==> src/rtl/inst_fetch_if.sv <==
// Fetch-side bundle: RAM read port, IF/ID presentation and EX redirect.
interface inst_fetch_if #(
  parameter int ADDR_WIDTH = 32
);
  logic                  mem_busy_in;
  logic [7:0]            mem_data_in;
  logic                  mem_req_out;
  logic [ADDR_WIDTH-1:0] mem_addr_out;
  logic                  stall_in;
  logic                  jump_in;
  logic [ADDR_WIDTH-1:0] jump_target_in;
  logic [ADDR_WIDTH-1:0] pc_out;
  logic [31:0]           inst_out;
  logic                  inst_valid_out;

  // Fetch unit side
  modport master (
    input  mem_busy_in, mem_data_in, stall_in, jump_in, jump_target_in,
    output mem_req_out, mem_addr_out, pc_out, inst_out, inst_valid_out
  );

  // RAM / pipeline side
  modport slave (
    output mem_busy_in, mem_data_in, stall_in, jump_in, jump_target_in,
    input  mem_req_out, mem_addr_out, pc_out, inst_out, inst_valid_out
  );
endinterface

==> src/rtl/inst_fetch.sv <==
// Instruction fetch: assembles a 32-bit little-endian instruction from four
// byte reads on the shared RAM port and presents it to the IF/ID register.
//
// state | meaning
// B0    | request byte 0 (pc)
// B1    | request byte 1, capture byte 0
// B2    | request byte 2, capture byte 1
// B3    | request byte 3, capture byte 2
// B4    | capture byte 3, register instruction
// OUT   | instruction presented, wait for IF/ID to accept
module inst_fetch #(
  parameter int                    ADDR_WIDTH = 32,
  parameter logic [ADDR_WIDTH-1:0] RESET_PC   = '0
) (
  input  logic          clk_in,
  input  logic          rst_in,
  inst_fetch_if.master  bus
);

  typedef enum logic [2:0] {B0, B1, B2, B3, B4, OUT} state_t;

  state_t                state;
  logic [ADDR_WIDTH-1:0] pc;
  logic [23:0]           byte_buf;
  logic                  fetching;
  logic                  req;
  logic [ADDR_WIDTH-1:0] byte_off;

  assign fetching = (state == B0) || (state == B1) || (state == B2) || (state == B3);

  // Reset gates the request so nothing is issued while the unit is held in reset.
  assign req = rst_in && fetching && !bus.mem_busy_in;

  // Byte offset of the request issued in the current state.
  always_comb begin
    byte_off = '0;
    case (state)
      B1:      byte_off = ADDR_WIDTH'(1);
      B2:      byte_off = ADDR_WIDTH'(2);
      B3:      byte_off = ADDR_WIDTH'(3);
      default: byte_off = '0;
    endcase
  end

  assign bus.mem_req_out  = req;
  assign bus.mem_addr_out = req ? (pc + byte_off) : '0;

  // Fetch sequencing, byte capture and registered presentation outputs.
  always_ff @(posedge clk_in or negedge rst_in) begin
    if (!rst_in) begin
      state              <= B0;
      pc                 <= RESET_PC;
      byte_buf           <= '0;
      bus.pc_out         <= RESET_PC;
      bus.inst_out       <= '0;
      bus.inst_valid_out <= 1'b0;
    end else if (bus.jump_in) begin
      // Redirect wins over everything; an in-flight byte is simply never captured.
      state              <= B0;
      pc                 <= bus.jump_target_in;
      byte_buf           <= '0;
      bus.inst_valid_out <= 1'b0;
    end else begin
      case (state)
        B0: begin
          state <= bus.mem_busy_in ? B0 : B1;
        end
        B1: begin
          if (bus.mem_busy_in) begin
            state    <= B0;
            byte_buf <= '0;
          end else begin
            byte_buf[7:0] <= bus.mem_data_in;
            state         <= B2;
          end
        end
        B2: begin
          if (bus.mem_busy_in) begin
            state    <= B0;
            byte_buf <= '0;
          end else begin
            byte_buf[15:8] <= bus.mem_data_in;
            state          <= B3;
          end
        end
        B3: begin
          if (bus.mem_busy_in) begin
            state    <= B0;
            byte_buf <= '0;
          end else begin
            byte_buf[23:16] <= bus.mem_data_in;
            state           <= B4;
          end
        end
        B4: begin
          // Byte 3 was already issued, so a busy MEM stage no longer matters.
          bus.inst_out       <= {bus.mem_data_in, byte_buf};
          bus.pc_out         <= pc;
          bus.inst_valid_out <= 1'b1;
          state              <= OUT;
        end
        OUT: begin
          if (!bus.stall_in) begin
            pc                 <= pc + ADDR_WIDTH'(4);
            bus.inst_valid_out <= 1'b0;
            state              <= B0;
          end
        end
        default: begin
          state <= B0;
        end
      endcase
    end
  end

endmodule
==> src/flat_wrapper.sv <==
// flat-port wrapper written by rule: the top's interface ports become plain ports
module inst_fetch_flat 
#(
  parameter int                    ADDR_WIDTH = 32,
  parameter logic [ADDR_WIDTH-1:0] RESET_PC   = '0
)
  (clk_in, rst_in, bus_mem_busy_in, bus_mem_data_in, bus_stall_in, bus_jump_in, bus_jump_target_in, bus_mem_req_out, bus_mem_addr_out, bus_pc_out, bus_inst_out, bus_inst_valid_out);
  inst_fetch_if #(.ADDR_WIDTH(ADDR_WIDTH)) bus_i ();
  input  logic clk_in;
  input  logic rst_in;
  input wire logic [$bits(bus_i.mem_busy_in)-1:0] bus_mem_busy_in;
  input wire logic [$bits(bus_i.mem_data_in)-1:0] bus_mem_data_in;
  input wire logic [$bits(bus_i.stall_in)-1:0] bus_stall_in;
  input wire logic [$bits(bus_i.jump_in)-1:0] bus_jump_in;
  input wire logic [$bits(bus_i.jump_target_in)-1:0] bus_jump_target_in;
  output wire logic [$bits(bus_i.mem_req_out)-1:0] bus_mem_req_out;
  output wire logic [$bits(bus_i.mem_addr_out)-1:0] bus_mem_addr_out;
  output wire logic [$bits(bus_i.pc_out)-1:0] bus_pc_out;
  output wire logic [$bits(bus_i.inst_out)-1:0] bus_inst_out;
  output wire logic [$bits(bus_i.inst_valid_out)-1:0] bus_inst_valid_out;
  assign bus_i.mem_busy_in = bus_mem_busy_in;
  assign bus_i.mem_data_in = bus_mem_data_in;
  assign bus_i.stall_in = bus_stall_in;
  assign bus_i.jump_in = bus_jump_in;
  assign bus_i.jump_target_in = bus_jump_target_in;
  assign bus_mem_req_out = bus_i.mem_req_out;
  assign bus_mem_addr_out = bus_i.mem_addr_out;
  assign bus_pc_out = bus_i.pc_out;
  assign bus_inst_out = bus_i.inst_out;
  assign bus_inst_valid_out = bus_i.inst_valid_out;
  inst_fetch #(.ADDR_WIDTH(ADDR_WIDTH), .RESET_PC(RESET_PC)) u_core (.clk_in(clk_in), .rst_in(rst_in), .bus(bus_i));
endmodule
==> config.mk <==
export PLATFORM = sky130hd
export DESIGN_NAME = inst_fetch_flat
export DESIGN_NICKNAME = d
export VERILOG_FILES = /design/src/rtl/inst_fetch_if.sv /design/src/rtl/inst_fetch.sv /design/src/flat_wrapper.sv
export SDC_FILE = /design/constraint.sdc
export NUM_CORES = 1
export LEC_CHECK = 0
export ABC_AREA = 1
export BUFFER_PORTS_ARGS = -buffer_cell sky130_fd_sc_hd__clkbuf_2
export CELL_PAD_IN_SITES_DETAIL_PLACEMENT = 0
export CELL_PAD_IN_SITES_GLOBAL_PLACEMENT = 1
export CORE_MARGIN = 2
export CORE_UTILIZATION = 45
export CTS_BUF_LIST = sky130_fd_sc_hd__clkbuf_4
export CTS_CLUSTER_SIZE = 28
export DETAILED_ROUTE_END_ITERATION = 7
export PLACE_DENSITY = 0.9
export SYNTH_ARGS = -nofsm -noshare
export SYNTH_HDL_FRONTEND = slang
export SYNTH_SLANG_ARGS = --single-unit
==> constraint.sdc <==
create_clock -name clk_in -period 5.7 [get_ports clk_in]
set_clock_uncertainty 0.1 [all_clocks]
set_input_delay 0.855 -clock clk_in [delete_from_list [all_inputs] [get_ports clk_in]]
set_output_delay 0.855 -clock clk_in [all_outputs]
set_load 0.05 [all_outputs]
==> results.yml, run 1 <==
layout:
  mostFrequentLayoutCell: "nand2_1"
  fin_area_mm2: 0.007622
  nNetsFinal: 986
  fillers: 1443
  drive_gt1_share_pct: 25.71
  layout_common_cells: "nand2_1, clkbuf_2, dfrtp_1, nor2_1, inv_1"
  synthToLayoutAreaGrowth_pct: 15.93
outcome:
  outcome: "finished, final reports clean"
power_and_ir_drop:
  total_power_mw: 1.978
  p_leak_nw: 3.785
  ir_drop_mv: 0.1156
  powerDensity_mw_per_mm2: 259.5
yosys:
  avgSynthCellArea_um2: 8.209
  syn_inst: 801
  syn-num-nets: 850
  ys_ff_latch: 124
  syn_area_mm2: 0.006575
  seq_area_frac_synth_pct: 47.19
  yosys_warnings: 0
  ys_types: 37
timing:
  fin_crit_sh_pct: 70.87
  tightest_slew_ns: 1.045
  setup_viol: 0
  setup_tns_ns: 0
  slew_violations: 0
  rsz0062_at_grt: "false"
  hold_viol: 0
  fin_ws_ns: 1.660
  period_needed_ns: 4.040
  max_slew_margin_pct: 30.18
  fmax_mhz: 247.6
clocking:
  clockRootBuffer: "clkbuf_4"
  h-tree-depth: 4
  cts.repair.resized: 0
  cts_tree: "built"
  numCtsBuffers: 17
  cts_hold_buf: 0
  cts_setup_buffers: 0
  clock_latency_ns: 0.56
  cts_sinks: 124
  clockBufferDepth: 2
  cts.clk_slew.worst_paths_ns: 0.10
floorplan:
  dieArea_mm2: 0.01559
  die_x_um: 124.9
  io_pins: 143
  coreArea_mm2: 0.01442
  rows: 44
  start_util_pct: 45.58
  die_h_um: 124.9
critical_path:
  crit_chain: "inv_1 -> nor2_1 -> ha_1 -> fa_1 -> nand2_1 -> inv_1 -> nand2_1 -> inv_1 -> nand2_1 -> nor2_1 -> nor3_1 -> clkbuf_2"
  path_delay_family: "simple AND/OR/NAND/NOR gates"
  critPathArrivalTime_ns: 3.08
  required_ns: 4.74
  start_kind: "flip-flop"
  critical_path.max_fanout: 6
  slowest_delay_ns: 0.50
  critical_path_class: "reg -> out"
  end_kind: "output port"
  cp_slowest_cell: "fa_1"
  cp.buffers_inverters: 4
drt:
  wire_per_inst_um: 16.28
  drt_pass1_iterations: 5
  ant_nets: 0
  drt_iter0_drc: 480
  drc: 0
  via_count: 5836
  via_per_inst: 5.146
  wirelength_um: 18470
place:
  port_buffers: 142
  dpl_cell_area_mm2: 0.007410
  post-place-ws_ns: 1.899
  place.gp.congestion: 0.9053
  hpwl_um: 13470
grt:
  antenna_found_initial: 0
  grt_pass1_vias: 5568
  grt_start_max_net_pins: 80
  grt_overflow: 0
  grt_usage_pct: 24.40
  grt_pass1_wl_um: 29790
worst_hold_path:
  hold_class: "in -> async"
job:
  drv_cap: 0
-- synth_stat cells (all sizes together) --
| cell type | n | area share (%) |
|---|---|---|
| nand2 | 222 | 13 |
| dfrtp | 124 | 47 |
| nor2 | 122 | 8.1 |
| inv | 63 | 3.6 |
| o21ai | 52 | 4.0 |
| nand3 | 39 | 3.0 |
| mux2 | 33 | 5.7 |
| o21a | 32 | 3.7 |
| buf | 27 | 2.4 |
| a21oi | 25 | 1.9 |
| xor2 | 11 | 1.5 |
| o31ai | 10 | 1.1 |
| xnor2 | 6 | 0.80 |
| nand4 | 5 | 0.48 |
| nor3 | 5 | 0.55 |
| a22oi | 4 | 0.46 |
| clkbuf | 4 | 0.23 |
| ha | 3 | 0.57 |
| o22ai | 3 | 0.29 |
| a211oi | 2 | 0.23 |
| a31oi | 2 | 0.19 |
| a21o | 1 | 0.11 |
| fa | 1 | 0.30 |
| nand3b | 1 | 0.11 |
| nor3b | 1 | 0.19 |
| o211ai | 1 | 0.11 |
| o221ai | 1 | 0.13 |
| or2 | 1 | 0.095 |
-- metal layers --
metal	GRT usage, %	part of all wire [%]	vias up
li1	-	-	2879
met1	32.00	44	2729
met2	40.24	49	201
met3	5.284	5.0	27
met4	8.301	2.0	0
met5	0	0	-
-- registers in the layout (all words and copies together) (netlist names) --
register / cells
u_core.byte_buf: 24
u_core.pc: 32
u_core.state: 3
u_core.bus.pc_out: 32
u_core.bus.inst_out: 32
u_core.bus.inst_valid_out: 1
-- cells by family (layout without fill, tap and decap cells) --
logic type                 after synthesis  in the layout  synth area share, %
AOI/OAI and AO/OA                      133            133                12.18
xor gates and xnor gates                17             17                2.264
adders and majority gates                4              4               0.8754
buffers and inverters                   94            242                6.242
DFF                                    124            124                47.19
muxes                                   33             33                5.652
other                                    0              1                    0
and+or+nand+nor                        396            396                25.59
-- per-stage QoR --
step	std cells	utilization, %	hold slack (ns)
floorplan	801	-	0.3462
global placement	1102	51.37	0.3599
detailed placement	1102	51.37	0.3688
CTS	1133	52.83	0.1909
global route	1133	52.83	0.2066
finish	1134	52.85	0.1902
-- final cells by class --
type                       count  area (um^2)  area share, %
clock inverter                10        52.55         0.6894
tap                          184        230.2          3.020
timing repair buffer         148        770.7          10.11
sequential                   124         3103          40.71
antenna                        1        2.502        0.03283
inverter                      63        236.5          3.102
multi-input combinational    583         3069          40.27
clock buffer                  21        157.7          2.068
-- report_power, final --
part	leakage, nW	switching, mW	internal, mW
clock network	0.125	0.321	0.181
logic	2.08	0.347	0.120
registers	1.58	0.0656	0.943
total	3.78	0.733	1.24
-- worst paths after layout --
kind / from / end / slack (ns) / depth (start not counted)
worst max-delay path: u_core.state[0]$_DFFE_PN0P_ / bus_mem_addr_out[24] / 1.66 / 12
max in group asynchronous: rst_in / u_core.pc[26]$_DFFE_PN0P_ / 3.87 / 2
worst max register to register: u_core.state[0]$_DFFE_PN0P_ / u_core.bus.pc_out[9]$_DFFE_PN0P_ / 3.15 / 5
worst min register to register: u_core.byte_buf[5]$_DFFE_PN0P_ / u_core.byte_buf[5]$_DFFE_PN0P_ / 0.39 / 2
worst min-delay path: rst_in / u_core.bus.inst_out[21]$_DFFE_PN0P_ / 0.19 / 1
min in group clk_in: u_core.byte_buf[5]$_DFFE_PN0P_ / u_core.byte_buf[5]$_DFFE_PN0P_ / 0.39 / 2
Note: power is estimated with default switching activity, not from simulation.
==> run 2, diff against run 1 <==
Settings changed: CORE_UTILIZATION 45 to 38, PLACE_DENSITY 0.9 to 0.81.
Clock period 5.7 ns to 3.4 ns, I/O delays scaled along.
==> run 2 against run 1 <==
Against the previous run:
- final area up 5.7%
- die area is 18% higher
- utilization shrank 5.8 points
- non-clock buffer count rose by 13
- largest power group unchanged
==> results.yml, run 2 (same netlist as run 1, synthesis figures left out) <==
layout:
  largest_registers: "u_core.bus.inst_out: 32 flops, u_core.bus.pc_out: 32 flops, u_core.pc: 32 flops"
  antenna_cells: 0
  fin_area_mm2: 0.008060
  mostFrequentLayoutCell: "nand2_1"
  drive_gt1_share_pct: 27.93
  layout_common_cells: "nand2_1, clkbuf_2, dfrtp_1, nor2_1, inv_1"
  synthToLayoutAreaGrowth_pct: 22.59
  nNetsFinal: 999
worst_hold_path:
  min_from: "bus_jump_target_in[1]"
  hold_path_depth: 3
  hold-path-endpoint: "u_core.pc[1]$_DFFE_PN0P_"
  hold_class: "in -> reg"
drt:
  ant_nets: 0
  wirelength_um: 20000
  wl_met2_um: 9917
  via_per_inst: 5.064
  wire_per_inst_um: 16.84
  drc: 0
  top_layer_used: "met4"
  wl_met1_um: 8558
  route.met3.wl_um: 1078
  via_count: 6016
  drt_iter0_drc: 364
  drt_pass1_iterations: 4
grt:
  grt_pass1_wl_um: 31340
  grt_overflow: 0
  grt_pass1_vias: 5845
  grt_start_max_net_pins: 76
  grt_usage_pct: 22.32
  antenna_found_initial: 0
clocking:
  clock_latency_ns: 0.54
  cts_sinks: 124
  cts.clk_slew.worst_paths_ns: 0.12
  clockBufferDepth: 2
  numCtsBuffers: 17
  h-tree-depth: 4
  cts_tree: "built"
  clockRootBuffer: "clkbuf_4"
floorplan:
  coreArea_mm2: 0.01712
  dieArea_mm2: 0.01837
  io_pins: 143
  die_h_um: 135.5
  die_x_um: 135.5
  rows: 48
  start_util_pct: 38.41
critical_path:
  critical_path_class: "reg -> out"
  end_kind: "output port"
  critPathArrivalTime_ns: 2.65
  worst-r2r-setup-slack_ns: 1.12
  worstReg2RegEnd: "u_core.bus.pc_out[22]$_DFFE_PN0P_"
  critical_path.max_fanout: 5
  reg2reg_depth: 7
  start_kind: "flip-flop"
  rr_startpoint: "u_core.state[0]$_DFFE_PN0P_"
  crit_start: "u_core.state[0]$_DFFE_PN0P_"
  required_ns: 2.79
power_and_ir_drop:
  p_leak_nw: 3.919
  powerDensity_mw_per_mm2: 434.0
  ir_drop_mv: 0.2750
place:
  dpl_cell_area_mm2: 0.007689
  place.gp.congestion: 0.8897
  port_buffers: 142
  post-place-ws_ns: 0.4219
  hpwl_um: 14720
timing:
  max_slew_margin_pct: 36.71
  rsz0062_at_grt: "true"
  hold_viol: 0
  fmax_mhz: 306.5
  period_needed_ns: 3.263
  fin_crit_sh_pct: 95.96
  fin_ws_ns: 0.1375
  setup_viol: 0
  tightest_slew_ns: 0.9493
  slew_violations: 0
outcome:
  outcome: "finished, final reports clean"
job:
  drv_cap: 0
[run 2: cell types whose count changed in the layout (fill, tap and decap cells not counted), moves of 2 or more]
| cell | before | now |
|---|---|---|
| inv_6 | 0 | 4 |
| nand2_2 | 7 | 9 |
| buf_12 | 1 | 14 |
| nor2_2 | 16 | 19 |
| nor2_1 | 100 | 95 |
| clkinvlp_4 | 1 | 3 |
| clkbuf_4 | 21 | 18 |
| clkbuf_2 | 141 | 123 |
| nand2_1 | 214 | 211 |
| nor2_4 | 6 | 8 |
| buf_4 | 6 | 22 |
| clkinv_2 | 5 | 2 |
[run 2: worst max-delay path by stage]
stage / slack (ns) / end
floorplan: 0.07 / bus_mem_addr_out[24]
global placement: 0.45 / bus_mem_addr_out[24]
detailed placement: 0.42 / bus_mem_addr_out[26]
CTS: 0.009 / bus_mem_addr_out[26]
global route: -0.02 / bus_mem_addr_out[7]
finish: 0.14 / bus_mem_addr_out[12]
[run 2: critical path, stage by stage, from the launching register on]
cell and delay [ns]:
dfrtp_1 0.40, inv_1 0.10, nor2_2 0.05, ha_2 0.18, fa_2 0.43, nand2_2 0.10, inv_2 0.06, nand2_4 0.10
nor3_4 0.06, buf_4 0.14, a21oi_1 0.11, o21a_1 0.12, buf_2 0.25
[run 2: what timing repair did]
| item | CTS | global route |
|---|---|---|
| hold buffers | 1 | 0 |
| setup buffers | 1 | 7 |
| setup endpoints to repair | 10 | 13 |
| hold endpoints to repair | 8 | 0 |
| resized for setup | 7 | 17 |
| pin swaps | 0 | 5 |
[run 2: power by group]
part | switching, mW | internal (mW) | leakage, nW
logic | 0.598 | 0.237 | 2.21
registers | 0.109 | 1.58 | 1.58
clock network | 0.603 | 0.370 | 0.132
total | 1.31 | 2.19 | 3.92
[run 2: layout make-up]
| type | instances | area, um^2 |
|---|---|---|
| clock buffer | 18 | 135.1 |
| fill | 1771 | 9056 |
| timing repair buffer | 161 | 1076 |
| multi-input combinational | 583 | 3109 |
| clock inverter | 14 | 117.6 |
| tap | 225 | 281.5 |
| inverter | 63 | 236.5 |
| sequential | 124 | 3104 |
[run 2: per-layer routing]
layer | GRT usage, % | up-vias
li1 | - | 2906
met3 | 4.564 | 28
met5 | 0 | -
met4 | 6.944 | 0
met1 | 28.98 | 2883
met2 | 37.51 | 199
[run 2: metrics by stage]
step | instances | TNS [ns] | util [%] | total power [mW] | hold slack, ns
final | 1188 | 0 | 47.09 | 3.498 | 0.06304
after global routing | 1188 | -0.1175 | 47.09 | 3.685 | 0.03488
after CTS | 1181 | 0 | 46.60 | 3.529 | 0.02683
after detailed placement | 1147 | 0 | 44.92 | 2.553 | 0.3632
after global placement | 1147 | 0 | 44.92 | 2.547 | 0.3609
after floorplan | 801 | 0 | - | 2.263 | 0.1144
==> run 3, diff against run 2 <==
Settings changed: CORE_MARGIN 2 to 3.
==> run 3 against run 2 <==
Against the previous run:
- sequential power about the same
- routed wire length decreased by 1.1%
- register-to-register slack improved by 0.20 ns
- critical path depth unchanged
- global-route usage decreased by 0.75 points
- first-iteration DRC count increased by 15%
- setup slack improved by 0.048 ns
- via count decreased by 0.88%
- final area decreased by 0.43%
- non-clock buffer count decreased by 1
- final cell count decreased by 0.59%
- maximum frequency increased by 1.5%
- critical path type unchanged
- critical endpoint is now bus_mem_addr_out[28]
==> results.yml, run 3 (same netlist as run 1, synthesis figures left out) <==
critical_path:
  critPathArrivalTime_ns: 2.60
  slowest_delay_ns: 0.47
  cp_slowest_cell: "dfrtp_2"
  critical_path.max_fanout: 6
  start_kind: "flip-flop"
  end_kind: "output port"
  crit_chain: "nor2_2 -> ha_2 -> fa_2 -> nand2_2 -> inv_2 -> nand2_4 -> nor3_4 -> nand2_2 -> nand2_1 -> nand2_1 -> nor2_2 -> buf_12"
  critical_path_class: "reg -> out"
  required_ns: 2.79
power_and_ir_drop:
  power_frac_comb_pct: 24.5
  switching_share_pct: 38.42
  powerDensity_mw_per_mm2: 425.2
  switchingPower_mw: 1.311
  p_leak_nw: 3.896
  ir_drop_mv: 0.2087
  clock_power_share_pct: 25.9
  p_int_mw: 2.101
  seqPwrFrac_pct: 49.6
grt:
  grt_pass1_wl_um: 31080
  grt_usage_pct: 21.57
  grt_pass1_vias: 5823
  grt_start_max_net_pins: 68
  grt_overflow: 0
  antenna_found_initial: 0
layout:
  drive_gt1_share_pct: 28.10
  mostFrequentLayoutCell: "nand2_1"
  fillers: 1696
  nNetsFinal: 998
  fin_cells: 1181
  largest_registers: "u_core.bus.inst_out: 32 flops, u_core.bus.pc_out: 32 flops, u_core.pc: 32 flops"
  layout_common_cells: "nand2_1, clkbuf_2, dfrtp_1, nor2_1, inv_1"
  final_util_pct: 47.88
  antenna_cells: 0
  synthToLayoutAreaGrowth_pct: 22.06
drt:
  via_count: 5963
  wirelength_um: 19790
  drt_pass1_iterations: 5
  ant_nets: 0
  drc: 0
  drt_iter0_drc: 417
  wire_per_inst_um: 16.76
  via_per_inst: 5.049
timing:
  hold_viol: 0
  fmax_mhz: 311.1
  setup_tns_ns: 0
  max_slew_margin_pct: 40.55
  tightest_slew_ns: 0.8918
  slew_violations: 0
  period_needed_ns: 3.215
  setup_viol: 0
  fin_crit_sh_pct: 94.56
floorplan:
  die_h_um: 137.5
  coreArea_mm2: 0.01676
  die_x_um: 137.5
  start_util_pct: 39.23
  io_pins: 143
  dieArea_mm2: 0.01892
  rows: 47
clocking:
  cts_sinks: 124
  clock_latency_ns: 0.53
  cts_tree: "built"
  h-tree-depth: 4
  numCtsBuffers: 17
  cts.clk_slew.worst_paths_ns: 0.12
  clockRootBuffer: "clkbuf_4"
  clockBufferDepth: 2
job:
  drv_cap: 0
worst_hold_path:
  hold_class: "in -> async"
outcome:
  outcome: "finished, final reports clean"
place:
  dp.cells: 1142
  place.gp.congestion: 0.9049
  hpwl_um: 14770
  port_buffers: 142
[run 3: worst max-delay path: cells and delay by family, from the launching register on]
kind                     cells  cell delay (ns)
adder cells (fa/ha/maj)      2             0.43
buffers and inverters        2             0.26
flip-flops                   1             0.47
AND/OR/NAND/NOR              8             0.92
[run 3: routing by layer]
| metal | up-vias | wire length [um] | global-route usage (%) |
|---|---|---|---|
| met5 | - | 0 | 0 |
| met4 | 0 | 571 | 8.093 |
| met3 | 35 | 1167 | 5.150 |
| met2 | 193 | 9584 | 35.76 |
| met1 | 2831 | 8466 | 27.31 |
| li1 | 2904 | - | - |
[run 3: area by class of cell]
type,instances,area [um^2],share of cell area [%]
Clock inverter,14,95.09,1.185
Multi-Input combinational cell,583,3115,38.82
Tap cell,220,275.3,3.430
Clock buffer,17,127.6,1.590
Sequential cell,124,3104,38.68
Inverter,63,236.5,2.947
Timing Repair Buffer,160,1071,13.35
[run 3: final timing paths]
| check | from | endpoint | slack, ns | cells past startpoint |
|---|---|---|---|---|
| max | u_core.state[2]$_DFFE_PN0P_ | bus_mem_addr_out[28] | 0.19 | 12 |
| min | rst_in | u_core.bus.inst_out[21]$_DFFE_PN0P_ | 0.03 | 2 |
| max reg2reg | u_core.state[0]$_DFFE_PN0P_ | u_core.bus.inst_out[22]$_DFFE_PN0P_ | 1.32 | 6 |
| min reg2reg | u_core.byte_buf[5]$_DFFE_PN0P_ | u_core.byte_buf[5]$_DFFE_PN0P_ | 0.40 | 2 |
| max in group asynchronous | rst_in | u_core.state[2]$_DFFE_PN0P_ | 1.77 | 3 |
| min in group clk_in | bus_jump_target_in[16] | u_core.pc[16]$_DFFE_PN0P_ | 0.10 | 3 |
[run 3: metrics by stage]
step / hold slack, ns / total power, mW / instance area (um^2) / setup slack, ns
4_1_cts: 0.004286 / 3.453 / 7940 / 0.04069
2_1_floorplan: 0.1144 / 2.263 / 6575 / 0.07378
5_1_grt: 0.01271 / 3.596 / 8025 / -0.007626
6_report: 0.02711 / 3.412 / 8025 / 0.1851
3_3_place_gp: 0.3607 / 2.546 / 7682 / 0.4425
3_5_place_dp: 0.3644 / 2.554 / 7682 / 0.4091
[run 3: what timing repair did]
item / CTS / global route
gates resized for setup: 8 / 17
hold buffers: 0 / 1
hold endpoints to repair: 0 / 1
buffers inserted: 2 / 5
gates cloned: 0 / 0
pin swaps: 1 / 3
setup endpoints to repair: 10 / 15
[run 3: power groups by stage]
stage / clock network, mW / registers (mW) / logic, mW
2_1_floorplan: 0 / 1.90 / 0.359
3_3_place_gp: 0 / 1.72 / 0.830
3_5_place_dp: 0 / 1.72 / 0.833
4_1_cts: 0.923 / 1.69 / 0.839
5_1_grt: 0.982 / 1.71 / 0.903
6_report: 0.885 / 1.69 / 0.834
